`config.mk`:
```
export PLATFORM = sky130hd
export DESIGN_NAME = fb_arbiter_flat
export DESIGN_NICKNAME = d
export VERILOG_FILES = /design/src/rtl/fb_arbiter_if.sv /design/src/rtl/fb_arbiter.sv /design/src/flat_wrapper.sv
export SDC_FILE = /design/constraint.sdc
export NUM_CORES = 1
export LEC_CHECK = 0
export BUFFER_PORTS_ARGS = -buffer_cell sky130_fd_sc_hd__buf_4
export CAP_MARGIN = 20
export CORE_MARGIN = 4
export CORE_UTILIZATION = 32
export CTS_BUF_LIST = sky130_fd_sc_hd__clkbuf_4 sky130_fd_sc_hd__clkbuf_8
export DETAILED_ROUTE_END_ITERATION = 7
export PLACE_DENSITY = 0.88
export SLEW_MARGIN = 20
export SYNTH_ARGS = -nofsm -noshare
export SYNTH_HDL_FRONTEND = slang
export SYNTH_SLANG_ARGS = --single-unit
```
`constraint.sdc`:
```
create_clock -name clk -period 4.1 [get_ports clk]
set_clock_uncertainty 0.1 [all_clocks]
set_input_delay 0.82 -clock clk [delete_from_list [all_inputs] [get_ports clk]]
set_output_delay 0.82 -clock clk [all_outputs]
set_load 0.005 [all_outputs]
```
`src/rtl/fb_arbiter_if.sv`:
```
// rtl/fb_arbiter_if.sv - video/host request, read return and BRAM command signal bundle
interface fb_arbiter_if #(
  parameter int Dwidth = 12,
  parameter int Awidth = 15
);
  logic              vid_req;
  logic [Awidth-1:0] vid_addr;
  logic              vid_gnt;
  logic              vid_rvalid;
  logic [Dwidth-1:0] vid_rdata;

  logic              host_req;
  logic              host_we;
  logic [Awidth-1:0] host_addr;
  logic [Dwidth-1:0] host_wdata;
  logic              host_gnt;
  logic              host_rvalid;
  logic [Dwidth-1:0] host_rdata;

  logic              bram_we;
  logic [Awidth-1:0] bram_addr;
  logic [Dwidth-1:0] bram_din;
  logic [Dwidth-1:0] bram_dout;

  modport slave (
    input  vid_req, vid_addr, host_req, host_we, host_addr, host_wdata, bram_dout,
    output vid_gnt, vid_rvalid, vid_rdata, host_gnt, host_rvalid, host_rdata,
    output bram_we, bram_addr, bram_din
  );

  modport master (
    output vid_req, vid_addr, host_req, host_we, host_addr, host_wdata, bram_dout,
    input  vid_gnt, vid_rvalid, vid_rdata, host_gnt, host_rvalid, host_rdata,
    input  bram_we, bram_addr, bram_din
  );
endinterface

```
`src/rtl/fb_arbiter.sv`:
```
// rtl/fb_arbiter.sv - single-port framebuffer BRAM arbiter, video priority with host starvation guard
module fb_arbiter #(
  parameter int Dword      = 16384,
  parameter int Dwidth     = 12,
  parameter int Awidth     = $clog2(Dword + 1),
  parameter int STARVE_MAX = 7
) (
  input  logic          clk,
  input  logic          rst_n,
  fb_arbiter_if.slave   bus
);
  localparam int                Swidth     = $clog2(STARVE_MAX + 1);
  localparam logic [Swidth-1:0] STARVE_SAT = Swidth'(STARVE_MAX);
  localparam logic [Awidth:0]   DEPTH      = (Awidth + 1)'(Dword);

  typedef enum logic {
    OWN_VID  = 1'b0,
    OWN_HOST = 1'b1
  } owner_e;

  logic [Swidth-1:0] starve_cnt_q, starve_cnt_d;
  logic              tag_read_q, tag_read_d;
  owner_e            tag_owner_q, tag_owner_d;
  logic              tag_oob_q, tag_oob_d;

  logic              vid_oob, host_oob;
  logic              host_win;
  logic              vid_gnt, host_gnt;
  logic [Dwidth-1:0] ret_data;

  // Grants are forced low while in reset so nothing reaches the BRAM.
  always_comb begin
    vid_oob  = {1'b0, bus.vid_addr} >= DEPTH;
    host_oob = {1'b0, bus.host_addr} >= DEPTH;
    host_win = bus.host_req && (!bus.vid_req || (starve_cnt_q == STARVE_SAT));
    host_gnt = rst_n && host_win;
    vid_gnt  = rst_n && bus.vid_req && !host_win;
  end

  always_comb begin
    bus.bram_we   = 1'b0;
    bus.bram_addr = '0;
    bus.bram_din  = '0;
    if (vid_gnt) begin
      bus.bram_addr = bus.vid_addr;
    end else if (host_gnt) begin
      bus.bram_addr = bus.host_addr;
      bus.bram_din  = bus.host_wdata;
      bus.bram_we   = bus.host_we && !host_oob;
    end
  end

  always_comb begin
    starve_cnt_d = '0;
    if (bus.host_req && !host_gnt) begin
      starve_cnt_d = (starve_cnt_q == STARVE_SAT) ? STARVE_SAT : starve_cnt_q + Swidth'(1);
    end
  end

  // Tag describes the access whose BRAM data appears next cycle.
  always_comb begin
    tag_read_d  = 1'b0;
    tag_owner_d = OWN_VID;
    tag_oob_d   = 1'b0;
    if (vid_gnt) begin
      tag_read_d = 1'b1;
      tag_oob_d  = vid_oob;
    end else if (host_gnt && !bus.host_we) begin
      tag_read_d  = 1'b1;
      tag_owner_d = OWN_HOST;
      tag_oob_d   = host_oob;
    end
  end

  always_ff @(posedge clk or negedge rst_n) begin
    if (!rst_n) begin
      starve_cnt_q <= '0;
      tag_read_q   <= 1'b0;
      tag_owner_q  <= OWN_VID;
      tag_oob_q    <= 1'b0;
    end else begin
      starve_cnt_q <= starve_cnt_d;
      tag_read_q   <= tag_read_d;
      tag_owner_q  <= tag_owner_d;
      tag_oob_q    <= tag_oob_d;
    end
  end

  always_comb begin
    ret_data        = tag_oob_q ? '0 : bus.bram_dout;
    bus.vid_gnt     = vid_gnt;
    bus.host_gnt    = host_gnt;
    bus.vid_rvalid  = tag_read_q && (tag_owner_q == OWN_VID);
    bus.host_rvalid = tag_read_q && (tag_owner_q == OWN_HOST);
    bus.vid_rdata   = bus.vid_rvalid ? ret_data : '0;
    bus.host_rdata  = bus.host_rvalid ? ret_data : '0;
  end
endmodule

```
`src/flat_wrapper.sv`:
```
// flat-port wrapper written by rule: the top's interface ports become plain ports
module fb_arbiter_flat 
#(
  parameter int Dword      = 16384,
  parameter int Dwidth     = 12,
  parameter int Awidth     = $clog2(Dword + 1),
  parameter int STARVE_MAX = 7
)
  (clk, rst_n, bus_vid_req, bus_vid_addr, bus_host_req, bus_host_we, bus_host_addr, bus_host_wdata, bus_bram_dout, bus_vid_gnt, bus_vid_rvalid, bus_vid_rdata, bus_host_gnt, bus_host_rvalid, bus_host_rdata, bus_bram_we, bus_bram_addr, bus_bram_din);
  fb_arbiter_if #(.Dwidth(Dwidth), .Awidth(Awidth)) bus_i ();
  input  logic clk;
  input  logic rst_n;
  input wire logic [$bits(bus_i.vid_req)-1:0] bus_vid_req;
  input wire logic [$bits(bus_i.vid_addr)-1:0] bus_vid_addr;
  input wire logic [$bits(bus_i.host_req)-1:0] bus_host_req;
  input wire logic [$bits(bus_i.host_we)-1:0] bus_host_we;
  input wire logic [$bits(bus_i.host_addr)-1:0] bus_host_addr;
  input wire logic [$bits(bus_i.host_wdata)-1:0] bus_host_wdata;
  input wire logic [$bits(bus_i.bram_dout)-1:0] bus_bram_dout;
  output wire logic [$bits(bus_i.vid_gnt)-1:0] bus_vid_gnt;
  output wire logic [$bits(bus_i.vid_rvalid)-1:0] bus_vid_rvalid;
  output wire logic [$bits(bus_i.vid_rdata)-1:0] bus_vid_rdata;
  output wire logic [$bits(bus_i.host_gnt)-1:0] bus_host_gnt;
  output wire logic [$bits(bus_i.host_rvalid)-1:0] bus_host_rvalid;
  output wire logic [$bits(bus_i.host_rdata)-1:0] bus_host_rdata;
  output wire logic [$bits(bus_i.bram_we)-1:0] bus_bram_we;
  output wire logic [$bits(bus_i.bram_addr)-1:0] bus_bram_addr;
  output wire logic [$bits(bus_i.bram_din)-1:0] bus_bram_din;
  assign bus_i.vid_req = bus_vid_req;
  assign bus_i.vid_addr = bus_vid_addr;
  assign bus_i.host_req = bus_host_req;
  assign bus_i.host_we = bus_host_we;
  assign bus_i.host_addr = bus_host_addr;
  assign bus_i.host_wdata = bus_host_wdata;
  assign bus_i.bram_dout = bus_bram_dout;
  assign bus_vid_gnt = bus_i.vid_gnt;
  assign bus_vid_rvalid = bus_i.vid_rvalid;
  assign bus_vid_rdata = bus_i.vid_rdata;
  assign bus_host_gnt = bus_i.host_gnt;
  assign bus_host_rvalid = bus_i.host_rvalid;
  assign bus_host_rdata = bus_i.host_rdata;
  assign bus_bram_we = bus_i.bram_we;
  assign bus_bram_addr = bus_i.bram_addr;
  assign bus_bram_din = bus_i.bram_din;
  fb_arbiter #(.Dword(Dword), .Dwidth(Dwidth), .Awidth(Awidth), .STARVE_MAX(STARVE_MAX)) u_core (.clk(clk), .rst_n(rst_n), .bus(bus_i));
endmodule
```
==> summary.txt <==
Status
  • Outcome: finished clean

Layout
  • N_diodes: 0
  • Share of layout cells above drive strength 1: 0.604
  • Multi-input logic area: 526 um^2
  • Layout area overhead: 115%
  • Sequential Area: 150 um^2
  • Nets: 269
  • Layout fillers: 176
  • Post-route cell area: 1600 um^2

Clock tree
  • Post-CTS resize count: 0
  • Worst-Skew Late Latency: 240 ps
  • CTS tree: built
  • Deepest clock path buffer count: 2
  • Clock transition at path regs: 40 ps
  • CTS Buf Count: 3
  • Hold_buf cts: 0
  • H-tree depth: 1
  • CTS sink count: 6
  • Post-CTS setup buffers: 0
  • Root Driver: clkbuf_4

Global routing
  • Vias in the first global route: 1168
  • Largest net degree at the start of global routing: 32
  • Initial antenna violation count: 0
  • Congestion Overflow GR: 0
  • First-pass GRT wire length: 4950 um
  • All-layer global routing usage: 0.192

STA
  • Worst slew pin tran: 613 ps
  • Crit share post-route: 0.696
  • Final setup viols: 0
  • RSZ-0062 raised after global routing: false
  • Final Hold Fails: 0
  • FMAX: 350 MHz
  • Setup TNS: 0 ps
  • Max_slew headroom: 0.591
  • Final min period: 2850 ps
  • Max Slew Vio Count: 0

Logic synthesis
  • Mapped cell area: 743 um^2
  • Post-synth top area share: 0.202
  • Synth Instances: 97
  • Main synth FF type: dfrtp_1
  • Ys Warns: 0
  • Most common library cells after synthesis: nor2_1, a22o_1, nand2b_1, and2_1, dfrtp_1
  • Synth Area per Inst: 7.66 um^2
  • Synthesized net count: 157
  • Synth unique cells: 22
  • #FFs+latches synth: 6
  • Yosys top cell by area: dfrtp_1
  • Post-synthesis sequential area ratio: 0.202
  • Synth top area cells: dfrtp_1, a22o_1, nor2_1
  • Ys async rst share: 1.00
  • Post-synth EDFFs: 0
  • Most frequent cell after synthesis: nor2_1

Setup path
  • CP required: 3180 ps
  • Crit path capture type: output port
  • CP Max Fanout: 31
  • Arrival @ worst endpoint: 1930 ps
  • Crit start category: input pin
  • Critical path class: in -> out

Route
  • WL/cell: 13.3 um
  • ANT nets after route: 0
  • Avg Vias per Cell: 4.75
  • WL final: 3120 um
  • TritonRoute pass-1 iters: 4
  • DR vias: 1116
  • DRT iter0 DRCs: 12
  • DR DRC count: 0

Placed design
  • Post-DP Area: 1580 um^2
  • Dpl hpwl: 2710 um
  • IO Port Bufs: 114
  • Gpl congestion: 0.892

Job
  • Number of max-cap violations: 0

Die
  • Die height: 56.2 um
  • Chip width: 56.2 um
  • Ports: 115
  • Total die area: 3160 um^2
  • Core footprint: 2210 um^2
  • Starting Density: 0.336
  • Row count: 17

Power
  • Max rail drop VDD: 0.000105 V
  • Pleak: 0.916 nW
  • P per Cell Area: 149 nW/um^2

Worst hold path
  • Worst min path class: in -> async
==> metal layers <==
metal | share of wire | routed length (um) | global-route usage | vias up
met2 | 0.48 | 1490 | 0.342 | 91
met3 | 0.14 | 438 | 0.0626 | 8
met4 | 0.029 | 89 | 0.0949 | 0
li1 | - | - | - | 550
met1 | 0.35 | 1100 | 0.200 | 467
met5 | 0 | 0 | 0 | -
==> cell type report <==
type,count,share of cell area
multi-input combinational,81,0.328
tap,28,0.0219
inverter,3,0.00704
timing repair buffer,114,0.535
sequential,6,0.0938
clock buffer,3,0.0141
==> logic make-up (layout without fill, tap and decap cells) <==
group	after synthesis	after routing	synth area share
AO/OA/AOI/OAI	21	21	0.274
adder cells (fa/ha/maj)	1	1	0.0168
buffers and inverters	10	120	0.0909
AND/OR/NAND/NOR	59	59	0.416
flip-flops	6	6	0.202
==> sequential cells by signal, summed over array words and instances (netlist names) <==
signal / count
u_core.tag_oob_q: 1
u_core.tag_read_q: 1
u_core.starve_cnt_q: 3
u_core.tag_owner_q: 1
==> placed cells by master, fill, tap and decap left out, drive strengths merged <==
cell	Yosys	layout
a211oi	1	1
a21boi	1	1
a21oi	1	1
a22o	16	16
a31oi	1	1
and2	12	12
buf	4	114
clkbuf	3	3
dfrtp	6	6
ha	1	1
inv	3	3
nand2	4	4
nand2b	13	13
nor2	26	26
nor3	2	2
nor4b	1	1
o21ai	1	1
or2	1	1
==> worst paths after layout <==
kind | start | to | slack (ps) | cells after the start
setup / recovery | bus_vid_req | bus_bram_addr[11] | 1250 | 5
hold / removal | rst_n | u_core.starve_cnt_q[2]$_DFF_PN0_ | 290 | 1
setup reg to reg | u_core.starve_cnt_q[0]$_DFF_PN0_ | u_core.starve_cnt_q[1]$_DFF_PN0_ | 2440 | 4
hold reg to reg | u_core.starve_cnt_q[0]$_DFF_PN0_ | u_core.starve_cnt_q[0]$_DFF_PN0_ | 380 | 1
max in group asynchronous | rst_n | u_core.tag_oob_q$_DFF_PN0_ | 3490 | 1
min in group clk | u_core.starve_cnt_q[0]$_DFF_PN0_ | u_core.starve_cnt_q[0]$_DFF_PN0_ | 380 | 1
==> report_power, final <==
group | internal, mW | switching [mW] | total [mW]
registers | 0.0631 | 0.00336 | 0.0664
logic | 0.0769 | 0.0441 | 0.121
clock network | 0.0329 | 0.0186 | 0.0515
==> per-stage QoR <==
stage	util	power, mW	setup slack, ps	hold WS [ps]	cells
6_report	0.723	0.239	1250	289	235
5_1_grt	0.723	0.257	1120	282	235
4_1_cts	0.723	0.243	1250	283	235
3_5_place_dp	0.713	0.189	1250	381	232
3_3_place_gp	0.713	0.185	1320	350	232
2_1_floorplan	-	0.112	1740	341	97
==> worst max-delay path, cell delays in order <==
cell and delay [ps]:
buf_4 110, a21boi_4 140, nor2_4 490, a22o_1 250, buf_4 110
No activity file was read; power rests on OpenSTA's default activity.
